<file path="src/rtl/vram_arbiter.sv">
// vram_arbiter: shares the single-port video RAM between VGA scanout fetch and the CPU bus.
// Video has fixed priority. One access is issued per clock. Read data and the completion
// strobe return two cycles after the grant.
// Optional starvation guard: define VRAM_STARVE_GUARD_EN to build run_cnt, which forces one
// CPU grant after MAX_VID_RUN consecutive video grants while the CPU is waiting.

module vram_arbiter #(
  parameter int unsigned ADDR_W      = 13,
  parameter int unsigned DATA_W      = 8,
  parameter int unsigned MAX_VID_RUN = 8
) (
  input  logic              CLOCK_50,
  input  logic              KEY0_N,
  input  logic              vid_req,
  input  logic [ADDR_W-1:0] vid_addr,
  output logic              vid_gnt,
  output logic              vid_valid,
  output logic [DATA_W-1:0] vid_rdata,
  input  logic              cpu_req,
  input  logic              cpu_we,
  input  logic [ADDR_W-1:0] cpu_addr,
  input  logic [DATA_W-1:0] cpu_wdata,
  output logic              cpu_gnt,
  output logic              cpu_ack,
  output logic [DATA_W-1:0] cpu_rdata,
  output logic              ram_en,
  output logic              ram_we,
  output logic [ADDR_W-1:0] ram_addr,
  output logic [DATA_W-1:0] ram_wdata,
  input  logic [DATA_W-1:0] ram_rdata
);

  if (MAX_VID_RUN < 1) begin : g_param_check
    $error("MAX_VID_RUN must be at least 1");
  end

  typedef enum logic [1:0] {
    TagNone = 2'd0,
    TagVid  = 2'd1,
    TagCpu  = 2'd2
  } tag_e;

  tag_e tag1_q, tag1_d, tag2_q;
  logic guard_trip;

`ifdef VRAM_STARVE_GUARD_EN
  localparam int unsigned RunW = $clog2(MAX_VID_RUN + 1);
  localparam logic [RunW-1:0] RunMax = RunW'(MAX_VID_RUN);

  logic [RunW-1:0] run_cnt_q, run_cnt_d;

  // Count video wins while the CPU waits; saturate so the trip condition stays stable.
  always_comb begin
    run_cnt_d = run_cnt_q;
    if (cpu_gnt || !cpu_req) begin
      run_cnt_d = '0;
    end else if (vid_gnt && (run_cnt_q != RunMax)) begin
      run_cnt_d = run_cnt_q + 1'b1;
    end
  end

  // Starvation counter register.
  always_ff @(posedge CLOCK_50 or negedge KEY0_N) begin
    if (!KEY0_N) begin
      run_cnt_q <= '0;
    end else begin
      run_cnt_q <= run_cnt_d;
    end
  end

  assign guard_trip = (run_cnt_q == RunMax);
`else
  assign guard_trip = 1'b0;
`endif

  // Grants are combinational and forced low while reset is asserted.
  assign vid_gnt = KEY0_N & vid_req & ~guard_trip;
  assign cpu_gnt = KEY0_N & cpu_req & ~vid_gnt;

  // Tag of the access being issued this cycle.
  always_comb begin
    tag1_d = TagNone;
    if (vid_gnt) begin
      tag1_d = TagVid;
    end else if (cpu_gnt) begin
      tag1_d = TagCpu;
    end
  end

  // Issue stage: register the winning request onto the RAM port.
  always_ff @(posedge CLOCK_50 or negedge KEY0_N) begin
    if (!KEY0_N) begin
      ram_en    <= 1'b0;
      ram_we    <= 1'b0;
      ram_addr  <= '0;
      ram_wdata <= '0;
    end else begin
      ram_en <= vid_gnt | cpu_gnt;
      ram_we <= cpu_gnt & cpu_we;
      if (vid_gnt) begin
        ram_addr <= vid_addr;
      end else if (cpu_gnt) begin
        ram_addr  <= cpu_addr;
        ram_wdata <= cpu_wdata;
      end
    end
  end

  // Tag pipeline: tag2 lines up with the RAM read data one cycle after ram_en.
  always_ff @(posedge CLOCK_50 or negedge KEY0_N) begin
    if (!KEY0_N) begin
      tag1_q <= TagNone;
      tag2_q <= TagNone;
    end else begin
      tag1_q <= tag1_d;
      tag2_q <= tag1_q;
    end
  end

  assign vid_valid = (tag2_q == TagVid);
  assign cpu_ack   = (tag2_q == TagCpu);

  // RAM read data is shared; each requester qualifies it with its own strobe.
  assign vid_rdata = ram_rdata;
  assign cpu_rdata = ram_rdata;

endmodule

</file>
<file path="config.mk">
export PLATFORM = sky130hd
export DESIGN_NAME = vram_arbiter
export DESIGN_NICKNAME = d
export VERILOG_FILES = /design/src/rtl/vram_arbiter.sv
export SDC_FILE = /design/constraint.sdc
export NUM_CORES = 1
export LEC_CHECK = 0
export BUFFER_PORTS_ARGS = -buffer_cell sky130_fd_sc_hd__buf_2
export CAP_MARGIN = 40
export CORE_ASPECT_RATIO = 0.7
export CORE_UTILIZATION = 47
export CTS_BUF_LIST = sky130_fd_sc_hd__clkbuf_4
export DETAILED_ROUTE_END_ITERATION = 6
export MAX_ROUTING_LAYER = met4
export PLACE_DENSITY = 0.88
export SYNTH_ARGS = -nofsm -noshare
export SYNTH_HDL_FRONTEND = slang
export SYNTH_SLANG_ARGS = --single-unit
</file>
<file path="constraint.sdc">
create_clock -name CLOCK_50 -period 1.8 [get_ports CLOCK_50]
set_input_delay 0 -clock CLOCK_50 [delete_from_list [all_inputs] [get_ports CLOCK_50]]
set_output_delay 0 -clock CLOCK_50 [all_outputs]
set_load 0.05 [all_outputs]
</file>
==> reports/results.ini, run 1 <==
[critical_path]
crit_fanout=11
cp_top_family=buffers and inverters
start_kind=input port
crit_chain=dlygate4sd3_1, buf_2, and3b_1, buf_2
r2r_cells=1
cp.arrival_ns=1.62
cp_common_cell=buf_2
worst-path-stages=4
path_buf_inv=3
slowest_stage=and3b_1
worstSetupEndpointType=primary output
worst_ep_required_time_ns=1.80
worstSetupPathType=input port to primary output
slowest_delay_ns=0.56

[hold_path]
hold_class=input port to flop
whs_path_depth=3

[place]
pre_cts_ws_ns=0.438
dp_hpwl_mm=2.25
numPortBuffers=65
gp_congestion=0.698

[synthesis]
syn_area_um2=1380
syn_nets=149
seq_area_frac_synth_pct=49.0
ys_warn_count=0
synth.distinct_cells=16
netlist_instances=102
syn_avg_cell_area_um2=13.5
ys_seq_elements=27

[drt]
drtAntennaViolNets=0
drc=0
drt_pass1_iterations=4
via_count=1116
drtIter0Drc=62
viasPerCell=5.39
drt-total-wl_mm=3.45
wl_per_cell_um=16.7

[timing]
setup_ws_ns=0.176
final.min_clock_period_ns=1.62
relSlewSlack_pct=59.0
hold_violations=1
setup_viol=0
timing.final.crit_share_pct=90.2
whs_ns=-0.00531
rsz0062_at_grt=false
tightest_slew_ns=0.615
clock_skew_ns=0.000454
tns_ns=0
fmax_mhz=616
slew_violations=0

[clock_tree]
cts_resized=0
cts_tree=built
root_buffer=clkbuf_4
cts.sinks=27
cts_buffers=3
cts_hold_buf=19
postCtsSetupBuffers=0
htree_levels=1
clock_latency_ns=0.33
clk_pin_slew_ns=0.15
cts_buffer_depth=2

[die]
fp.dieH_um=47.3
rows=16
initial_utilization_pct=49.6
num_io_pins=90
dieArea_um2=3160
core_area_um2=2780
die_w_um=66.8

[global_route]
grt_overflow=0
grt_max_degree=54
grt_pass1_vias=1100
antenna_found_initial=0
track_usage_pct=23.1
grt_pass1_wl_mm=4.98

[job]
cap_violations=0

[final_layout]
num-nets-final=219
mostFrequentLayoutCells=buf_2 (65), dfrtp_1 (27), dlygate4sd3_1 (22)
drive_above_1_share_pct=47.4
insertedDiodeCount=0
final_common_cell=buf_2
area_delta_synth_final_pct=33.9

[power]
power_switching_uw=645
clkPwrFrac_pct=16.9
cellPowerDensity_nw_per_um2=882
vdd_drop_max_uv=537
power_frac_seq_pct=44.7
internal-power_uw=985
switching_share_pct=39.6
power.leakage_uw=0.000899
power_frac_comb_pct=38.4

[status]
status=complete, but fails checks
violations=hold timing

## Yosys cell counts
cell,count,area share [%]
dfrtp_1,27,49
buf_4,16,8.7
nand4bb_1,13,11
nand3b_1,11,6.0
o211a_1,11,8.0
mux2_4,8,8.7
buf_2,3,1.1
buf_6,3,2.4
nor2b_1,2,0.91
o221a_2,2,1.6
and2_1,1,0.45
and3b_1,1,0.63
clkbuf_1,1,0.27
inv_1,1,0.27
nand2_1,1,0.27
o21a_4,1,1.1
## flip-flops by register name, indices dropped and copies added, names as in the netlist
name and flops:
ram_addr 13, ram_wdata 8, tag1_q 2, tag2_q 2
ram_en 1, ram_we 1
## routing by layer
metal | vias to the layer above | track usage [%] | share of wire [%] | routed length, µm
met5 | - | - | 0 | 0
met2 | 59 | 39.6 | 52 | 1800
li1 | 498 | - | - | -
met4 | 0 | 8.94 | 3.0 | 103
met1 | 544 | 26.7 | 38 | 1300
met3 | 15 | 5.58 | 7.3 | 253
## area by class of cell
cell class,instances,area [µm²]
fill,210,935
multi-input combinational,51,528
tap,36,45.0
inverter,1,3.75
clock inverter,1,7.51
timing repair buffer,88,566
clock buffer,3,22.5
sequential,27,676
## final timing paths
| check | from | endpoint | slack, ns |
|---|---|---|---|
| max | KEY0_N | cpu_gnt | 0.18 |
| min | vid_addr[2] | ram_addr[2] | -0.005 |
| min reg2reg | tag1_q[1] | tag2_q[1] | 0.38 |
| max in group asynchronous | KEY0_N | ram_addr[8] | 1.39 |
| max reg2reg | ram_addr[12] | ram_addr[12] | 0.99 |
| min in group asynchronous | KEY0_N | tag2_q[1] | 0.20 |
## metrics by stage
step | power [µW] | cell area, µm² | hold WS [ns] | instances | utilization [%]
floorplan | 1250 | 1380 | -0.296 | 102 | -
global placement | 1300 | 1600 | 0.000526 | 181 | 57.4
detailed placement | 1330 | 1600 | 0.000526 | 181 | 57.4
CTS | 1630 | 1820 | 0.000258 | 204 | 65.3
global route | 1700 | 1850 | 0.000175 | 207 | 66.4
finish | 1630 | 1850 | -0.00531 | 207 | 66.4
## power by group through the flow
| stage | clock (µW) | combinational, µW | sequential, µW |
|---|---|---|---|
| CTS | 278 | 618 | 729 |
| finish | 275 | 626 | 729 |
| detailed placement | 0 | 586 | 740 |
| global placement | 0 | 569 | 735 |
| floorplan | 0 | 253 | 1000 |
| global route | 309 | 654 | 740 |
## tightest hold or removal path: stages
cell and delay (ns):
buf_2 0.07, nand3b_1 0.09, o211a_1 0.13
## cells by family after synthesis
kind of cell	synth area share (%)
AO/OA/AOI/OAI	10.7
buffers and inverters	12.8
flip-flops	49.0
multiplexers	8.70
AND/OR/NAND/NOR	18.9
Power figures use the tool's default switching activity.
==> run 2: changes to the inputs <==
- MAX_ROUTING_LAYER: met4 -> unset
==> reports/results.ini, run 2 (synthesis results as in run 1) <==
[critical_path]
crit-reg2reg-launch=ram_addr[12]
crit_chain=dlygate4sd3_1, buf_2, and3b_1, buf_2
cp_top_family=buffers and inverters
crit_fanout=11
slowest_stage=and3b_1
worstSetupEndpointType=primary output
cp_common_cell=buf_2
rr_endpoint=ram_addr[12]
worstSetupPathType=input port to primary output
start_kind=input port
path_buf_inv=3
slowest_delay_ns=0.56
r2r_cells=1
worst_ep_required_time_ns=1.80
cp.arrival_ns=1.62
reg2reg_slack_ns=0.99

[die]
die_w_um=66.8
dieArea_um2=3160
core_area_um2=2780
rows=16
fp.dieH_um=47.3
initial_utilization_pct=49.6
num_io_pins=90

[timing]
slew_violations=0
relSlewSlack_pct=58.7
rsz0062_at_grt=false
fmax_mhz=617
clock_skew_ns=0.000610
whs_ns=-0.00565
hold_violations=1
tns_ns=0
final.min_clock_period_ns=1.62
tightest_slew_ns=0.619
setup_viol=0
timing.final.crit_share_pct=90.0

[place]
detailed_place.area_um2=1600
dpl.cell_count=181
dp_hpwl_mm=2.25
gp_congestion=0.691
numPortBuffers=65

[final_layout]
drive_above_1_share_pct=47.4
num-nets-final=219
final_common_cell=buf_2
area_delta_synth_final_pct=33.9
largest_reg_flops=13
fin_cells=207
postLayoutCellArea_um2=1850
final_util_pct=66.4
insertedDiodeCount=0
mostFrequentLayoutCells=buf_2 (65), dfrtp_1 (27), dlygate4sd3_1 (22)
top_regs=ram_addr x13, ram_wdata x8
regMostFlops=ram_addr

[global_route]
grt_max_degree=54
grt_pass1_wl_mm=4.99
grt_overflow=0
track_usage_pct=22.3
grt_pass1_vias=1101
antenna_found_initial=0

[clock_tree]
cts_buffers=3
cts_buffer_depth=2
clock_latency_ns=0.33
cts_resized=0
cts_tree=built
cts.sinks=27
htree_levels=1
root_buffer=clkbuf_4
clk_pin_slew_ns=0.15

[hold_path]
whs_path_depth=3
hold_class=input port to flop
whs_endpoint=ram_addr[2]
hp-start=vid_addr[2]

[drt]
drt_pass1_iterations=4
wl_per_cell_um=16.8
drt-total-wl_mm=3.47
via_count=1101
drc=0
viasPerCell=5.32
drtIter0Drc=65
drtAntennaViolNets=0

[status]
violations=hold timing
status=complete, but fails checks

[power]
vdd_drop_max_uv=536
cellPowerDensity_nw_per_um2=882
power.leakage_uw=0.000899

[job]
cap_violations=0

[run 2: worst max-delay path by stage]
stage	end	startpoint	depth (start not counted)	slack, ns
CTS	cpu_gnt	KEY0_N	4	0.22
finish	cpu_gnt	KEY0_N	4	0.18
global placement	ram_wdata[7]	vid_req	3	0.51
floorplan	cpu_ack	tag2_q[0]	1	0.75
global route	cpu_gnt	KEY0_N	4	0.12
detailed placement	ram_wdata[5]	vid_req	3	0.44
[run 2: cell type report]
type | instances | area, µm²
Tap cell | 36 | 45.0
Inverter | 1 | 3.75
Sequential cell | 27 | 676
Multi-Input combinational cell | 51 | 528
Clock inverter | 1 | 7.51
Clock buffer | 3 | 22.5
Timing Repair Buffer | 88 | 566
Fill cell | 210 | 935
[run 2: power by group]
group / total [µW] / internal, µW / switching [µW]
registers: 730 / 684 / 45.2
logic: 626 / 216 / 410
clock network: 274 / 85.0 / 189
total: 1630 / 985 / 645
[run 2: tightest hold or removal path, delay by kind of cell]
family	cells	cell delay, ns
AOI/OAI and AO/OA	1	0.13
buffers and inverters	1	0.07
and+or+nand+nor	1	0.09
[run 2: per-layer routing]
metal	share of wire, %	routed length [µm]	global-route usage [%]	up-vias
li1	-	-	-	496
met1	38	1300	26.2	535
met2	52	1810	39.6	55
met3	7.5	259	6.31	15
met4	2.9	101	8.94	0
met5	0	0	0	-
[run 2: what timing repair did]
action | in CTS | in global routing
hold endpoints to repair | 45 | 3
hold buffers | 19 | 3
buffers inserted | 0 | 0
[run 2: through the flow]
stage | power [µW] | setup WS [ns]
after floorplan | 1250 | 0.750
after global placement | 1300 | 0.505
after detailed placement | 1330 | 0.438
after CTS | 1630 | 0.225
after global routing | 1700 | 0.117
final | 1630 | 0.179
